**config.mk**
```make
export PLATFORM = sky130hd
export DESIGN_NAME = irq_arbiter_flat
export DESIGN_NICKNAME = d
export VERILOG_FILES = /design/src/rtl/irq_arbiter_pkg.sv /design/src/rtl/irq_arbiter_if.sv /design/src/rtl/irq_arbiter_prio_enc.sv /design/src/rtl/irq_arbiter.sv /design/src/flat_wrapper.sv
export SDC_FILE = /design/constraint.sdc
export NUM_CORES = 1
export LEC_CHECK = 0
export BUFFER_PORTS_ARGS = -buffer_cell sky130_fd_sc_hd__buf_2
export CAP_MARGIN = 40
export CORE_UTILIZATION = 45
export CTS_CLUSTER_SIZE = 25
export DETAILED_ROUTE_END_ITERATION = 16
export PLACE_DENSITY = 0.82
export SLEW_MARGIN = 20
export SYNTH_ARGS = -nofsm -noshare
export SYNTH_HDL_FRONTEND = slang
export SYNTH_SLANG_ARGS = --single-unit
```
**constraint.sdc**
```tcl
create_clock -name clk -period 2.1 [get_ports clk]
set_clock_uncertainty 0.15 [all_clocks]
set_input_delay 0.315 -clock clk [delete_from_list [all_inputs] [get_ports clk]]
set_output_delay 0.315 -clock clk [all_outputs]
set_load 0.01 [all_outputs]
```
**src/rtl/irq_arbiter_pkg.sv**
```systemverilog
// Shared definitions for the interrupt arbiter: register offsets and FSM states.
package irq_arbiter_pkg;

    // Word offsets of the memory-mapped registers (bridge address bits [3:2]).
    typedef enum logic [1:0] {
        REG_MASK    = 2'd0,
        REG_PENDING = 2'd1,
        REG_SERVICE = 2'd2,
        REG_RAW     = 2'd3
    } reg_addr_e;

    // Request/acknowledge/EOI handshake states towards CP0.
    typedef enum logic [1:0] {
        ST_IDLE    = 2'd0,
        ST_REQ     = 2'd1,
        ST_SERVICE = 2'd2
    } state_e;

endpackage

```
**src/rtl/irq_arbiter_if.sv**
```systemverilog
// Bus and CP0 handshake signals of the interrupt arbiter.
// master: bridge/CPU side; slave: the arbiter itself.
interface irq_arbiter_if #(
    parameter int ID_W = 3
);
    logic [1:0]      addr;
    logic            we;
    logic [31:0]     din;
    logic [31:0]     dout;
    logic            int_req;
    logic [ID_W-1:0] int_id;
    logic            int_ack;

    modport master (
        output addr, we, din, int_ack,
        input  dout, int_req, int_id
    );

    modport slave (
        input  addr, we, din, int_ack,
        output dout, int_req, int_id
    );
endinterface

```
**src/rtl/irq_arbiter_prio_enc.sv**
```systemverilog
// Lowest-index-first priority encoder with a valid flag; purely combinational.
module irq_arbiter_prio_enc #(
    parameter int N    = 6,
    parameter int ID_W = 3
) (
    input  logic [N-1:0]    req,
    output logic [ID_W-1:0] sel,
    output logic            valid
);

    // Scan from the top down so the lowest set index is the last assignment to stick.
    always_comb begin
        // NOTE: default assignment first, so every path drives sel and no latch is inferred.
        sel = '0;
        for (int i = N - 1; i >= 0; i--) begin
            if (req[i]) begin
                sel = ID_W'(i);
            end
        end
    end

    assign valid = |req;

endmodule

```
**src/rtl/irq_arbiter.sv**
```systemverilog
// Interrupt arbiter: sticky edge-captured pending bits, software mask,
// fixed-priority selection and a req/ack/EOI handshake with CP0.
// N_SRC must be 1..8 and 2**ID_W >= N_SRC; the interface must use the same ID_W.
module irq_arbiter
    import irq_arbiter_pkg::*;
#(
    parameter int N_SRC = 6,
    parameter int ID_W  = 3
) (
    input  logic             clk,
    input  logic             reset,
    input  logic [N_SRC-1:0] irq_in,
    irq_arbiter_if.slave     bus
);

    state_e           state, state_next;
    logic [ID_W-1:0]  id_q, id_next;
    logic [N_SRC-1:0] mask_q;
    logic [N_SRC-1:0] pending_q, pending_next;
    logic [N_SRC-1:0] irq_prev;

    logic [N_SRC-1:0] rise;
    logic [N_SRC-1:0] eligible;
    logic [N_SRC-1:0] id_onehot;
    logic [N_SRC-1:0] w1c_clr;
    logic [N_SRC-1:0] ack_clr;
    logic [ID_W-1:0]  sel;
    logic             sel_valid;
    logic             wr_mask;
    logic             wr_pending;
    logic             eoi;

    // Upper din bits carry no meaning for an N_SRC-wide register.
    logic unused_din;
    assign unused_din = ^bus.din;

    assign wr_mask    = bus.we && (bus.addr == REG_MASK);
    assign wr_pending = bus.we && (bus.addr == REG_PENDING);
    assign eoi        = bus.we && (bus.addr == REG_SERVICE);

    assign rise      = irq_in & ~irq_prev;
    assign eligible  = pending_q & mask_q;
    assign id_onehot = N_SRC'(1) << id_q;
    assign w1c_clr   = wr_pending ? bus.din[N_SRC-1:0] : '0;

    irq_arbiter_prio_enc #(
        .N    (N_SRC),
        .ID_W (ID_W)
    ) u_prio_enc (
        .req   (eligible),
        .sel   (sel),
        .valid (sel_valid)
    );

    // FSM state and latched id; id only changes when a new request is issued.
    always_ff @(posedge clk) begin
        if (reset) begin
            // NOTE: non-blocking assignments for all state, so every register samples pre-edge values.
            state <= ST_IDLE;
            id_q  <= '0;
        end else begin
            state <= state_next;
            id_q  <= id_next;
        end
    end

    // Next-state logic; arbitration uses this cycle's (pre-write) mask and pending.
    always_comb begin
        state_next = state;
        id_next    = id_q;
        ack_clr    = '0;
        unique case (state)
            ST_IDLE: begin
                if (sel_valid) begin
                    state_next = ST_REQ;
                    id_next    = sel;
                end
            end
            ST_REQ: begin
                if (bus.int_ack) begin
                    ack_clr    = id_onehot;
                    state_next = ST_SERVICE;
                end else if ((eligible & id_onehot) == '0) begin
                    // Requested source was masked or cleared: withdraw and re-arbitrate.
                    state_next = ST_IDLE;
                end
            end
            ST_SERVICE: begin
                if (eoi) begin
                    state_next = ST_IDLE;
                end
            end
            default: state_next = ST_IDLE;
        endcase
    end

    // Pending update: clears first, then a fresh rising edge overrides them.
    assign pending_next = (pending_q & ~w1c_clr & ~ack_clr) | rise;

    // Register file and edge-detect history.
    always_ff @(posedge clk) begin
        if (reset) begin
            mask_q    <= '0;
            pending_q <= '0;
            irq_prev  <= '0;
        end else begin
            irq_prev  <= irq_in;
            pending_q <= pending_next;
            if (wr_mask) begin
                mask_q <= bus.din[N_SRC-1:0];
            end
        end
    end

    // Read mux, combinational from addr; narrower fields zero-extend.
    always_comb begin
        bus.dout = '0;
        unique case (bus.addr)
            REG_MASK:    bus.dout = 32'(mask_q);
            REG_PENDING: bus.dout = 32'(pending_q);
            REG_SERVICE: bus.dout = {state == ST_SERVICE, {(31 - ID_W){1'b0}}, id_q};
            REG_RAW:     bus.dout = 32'(irq_in);
            default:     bus.dout = '0;
        endcase
    end

    assign bus.int_req = (state == ST_REQ);
    assign bus.int_id  = id_q;

endmodule

```
**src/flat_wrapper.sv**
```systemverilog
// flat-port wrapper written by rule: the top's interface ports become plain ports
module irq_arbiter_flat import irq_arbiter_pkg::*;
#(
    parameter int N_SRC = 6,
    parameter int ID_W  = 3
)
  (clk, reset, irq_in, bus_addr, bus_we, bus_din, bus_int_ack, bus_dout, bus_int_req, bus_int_id);
  irq_arbiter_if #(.ID_W(ID_W)) bus_i ();
  input  logic clk;
  input  logic reset;
  input  logic [N_SRC-1:0] irq_in;
  input wire logic [$bits(bus_i.addr)-1:0] bus_addr;
  input wire logic [$bits(bus_i.we)-1:0] bus_we;
  input wire logic [$bits(bus_i.din)-1:0] bus_din;
  input wire logic [$bits(bus_i.int_ack)-1:0] bus_int_ack;
  output wire logic [$bits(bus_i.dout)-1:0] bus_dout;
  output wire logic [$bits(bus_i.int_req)-1:0] bus_int_req;
  output wire logic [$bits(bus_i.int_id)-1:0] bus_int_id;
  assign bus_i.addr = bus_addr;
  assign bus_i.we = bus_we;
  assign bus_i.din = bus_din;
  assign bus_i.int_ack = bus_int_ack;
  assign bus_dout = bus_i.dout;
  assign bus_int_req = bus_i.int_req;
  assign bus_int_id = bus_i.int_id;
  irq_arbiter #(.N_SRC(N_SRC), .ID_W(ID_W)) u_core (.clk(clk), .reset(reset), .irq_in(irq_in), .bus(bus_i));
endmodule
```
==> results.cfg <==
[timing]
setup_violations = 0
finalMaxSlewViolations = 0
period_share = 0.882
hold_viol_final = 0
rsz0062_at_grt = false
setup_tns_ns = 0
fmax_mhz = 540
fin_crit_ns = 1.85

[clock_network]
postCtsHoldBufs = 0
numCtsBuffers = 3
insertion_delay_ns = 0.31
cts_root_buf = clkbuf_4
cts.clk_slew.worst_paths_ns = 0.12
clockBufferDepth = 2
cts_tree = built
clock-sinks = 23
cts_post_setup_buffers_inserted = 0
ctsResizeCount = 0
htree_levels = 1

[setup_path]
crit_path_start = u_core.bus.int_id[0]$_SDFFE_PP0P_
cp_max_fo = 9
cp_slowest_cell = mux4_2
r2r-start = u_core.bus.int_id[2]$_SDFFE_PP0P_
crit_type = register to output pin
worstPathRequired_ns = 1.63
cp-end-kind = output pin
slowest_delay_ns = 0.49
arrival_ns = 1.39
reg2reg_slack_ns = 0.47
path_cells = mux4_2 > buf_2
crit_path_start_kind = register

[yosys]
netlist_area_sq_mm = 0.00139
synth_cell_types = 42
post_synth.cell_area_avg_sq_um = 8.87
yosysTopAreaCellShare = 0.331
synthArstFlopShare = 0
synth-edff-count = 0
yosys.cell_count.top_type = buf_4
synthTopCellsByCount = buf_4 (25), dfxtp_1 (23), mux2i_1 (10), nor2_1 (10), inv_1 (9)
ys_seq_area_frac = 0.331
synth_area_leader_cell = dfxtp_1
synthTopCellsByArea = dfxtp_1 (33%), buf_4 (13%), mux2i_1 (7.2%), mux4_2 (6.5%), nand2b_1 (3.1%)
ys_seq_elements = 23
syn-instance-count = 157
synth_warnings = 0
ys.flop_type = dfxtp_1

[drt]
vias = 1120
wl_per_cell_microns = 12.3
dr.pass1.iters = 10
wirelength_microns = 2620
route.detailed.drc = 2
viasPerCell = 5.26
drt_iter0_markers = 23
ant_nets = 0

[status]
outcome = finished, violations left
violations = design-rule violations

[global_route]
grt_pass1_vias = 934
grt_max_degree = 25
grt_use_total = 0.167
antenna_found_initial = 0
grt_first_pass_wirelength_microns = 4200
grt_overflow = 0

[die]
die_w_microns = 57.6
fp.coreArea_sq_mm = 0.00285
start_util = 0.488
dieArea_sq_mm = 0.00332
io_pins = 80
rows = 19
die_y_microns = 57.6

[placed_design]
gp_congestion = 0.856
dp.cells = 209
port_buffers = 28
hpwl_microns = 1990

[final_layout]
syn_to_final_growth_pct = 5.57
nets = 227
finalCoreUtilization = 0.515
antennaDiodeCount = 0
layout-drive-gt1-share = 0.209
stdcell_count = 213

[pwr]
p_leak_nw = 0.657
ir_drop_mv = 0.382
cellPowerDensity_mw_per_mm2 = 579

[hold_path]
hold_path.startpoint = irq_in[0]
hold_class = primary input to register

[run]
maxCapViolCount = 0
[worst paths after layout]
| check | end | cells after the start |
|---|---|---|
| min | u_core.irq_prev[0]$_SDFF_PP0_ | 3 |
| min reg2reg | u_core.pending_q[0]$_SDFF_PP0_ | 1 |
| max reg2reg | u_core.state[0]$_SDFFE_PP0P_ | 3 |
| max | bus_dout[0] | 2 |
[flip-flops by register name, summed over array words and instances, names as in the netlist]
signal	count
u_core.mask_q	6
u_core.pending_q	6
u_core.bus.int_id	3
u_core.state	2
u_core.irq_prev	6
[power breakdown]
| part | internal (W) | leakage [nW] | total (W) | switching, W |
|---|---|---|---|---|
| Combinational | 0.0000700 | 0.453 | 0.000159 | 0.0000889 |
| Clock | 0.0000743 | 0.0150 | 0.000204 | 0.000130 |
| Sequential | 0.000462 | 0.189 | 0.000488 | 0.0000258 |
[metrics by stage]
stage,hold WS (ns),worst slack (ns),power [W],instance area [sq um]
final,0.0706,0.248,0.000851,1470
after detailed placement,0.251,0.349,0.000657,1440
after global placement,0.243,0.353,0.000654,1440
after CTS,0.0638,0.244,0.000859,1470
after floorplan,0.240,0.569,0.000642,1480
after global routing,0.0827,0.187,0.000899,1470
[cell usage in the layout (no fill, tap or decap), types with 2 or more instances in the layout]
master	netlist	final
a21o_1	2	2
a21oi_1	7	7
a221o_1	2	2
a22o_1	2	2
a22oi_1	2	2
buf_2	2	28
clkbuf_4	0	3
conb_1	1	25
dfxtp_1	23	23
inv_1	9	9
mux2i_1	10	10
mux4_2	4	4
nand2_1	8	8
nand2b_1	7	7
nand3_1	6	6
nor2_1	10	10
nor2b_1	6	6
nor4_1	2	2
o21ai_0	4	4
[worst max-delay path: cells and delay by family, from the launching register on]
kind	cells	cell delay, ns
buffers and inverters	1	0.16
flip-flops	1	0.43
multiplexers	1	0.49
[final cells by class]
type	instances	area, sq um
fillers	285	1380
multi-input cells	117	763
clock buffers	4	26.3
inverters	9	33.8
well taps	31	38.8
repair buffers	29	148
flip-flops and latches	23	460
[logic make-up after synthesis]
family,count (synthesis),share of synthesized area
muxes,14,0.137
buffers and inverters,41,0.186
and+or+nand+nor,50,0.203
other,1,0.00269
AOI/OAI and AO/OA,28,0.141
DFF,23,0.331
[routing by layer]
layer  up-vias  track usage  share of wire
li1        548            -              -
met4         0       0.0662          0.011
met2        48        0.244           0.46
met3         5       0.0491          0.073
met5         -            0              0
met1       519        0.233           0.46
Power figures use the tool's default switching activity.
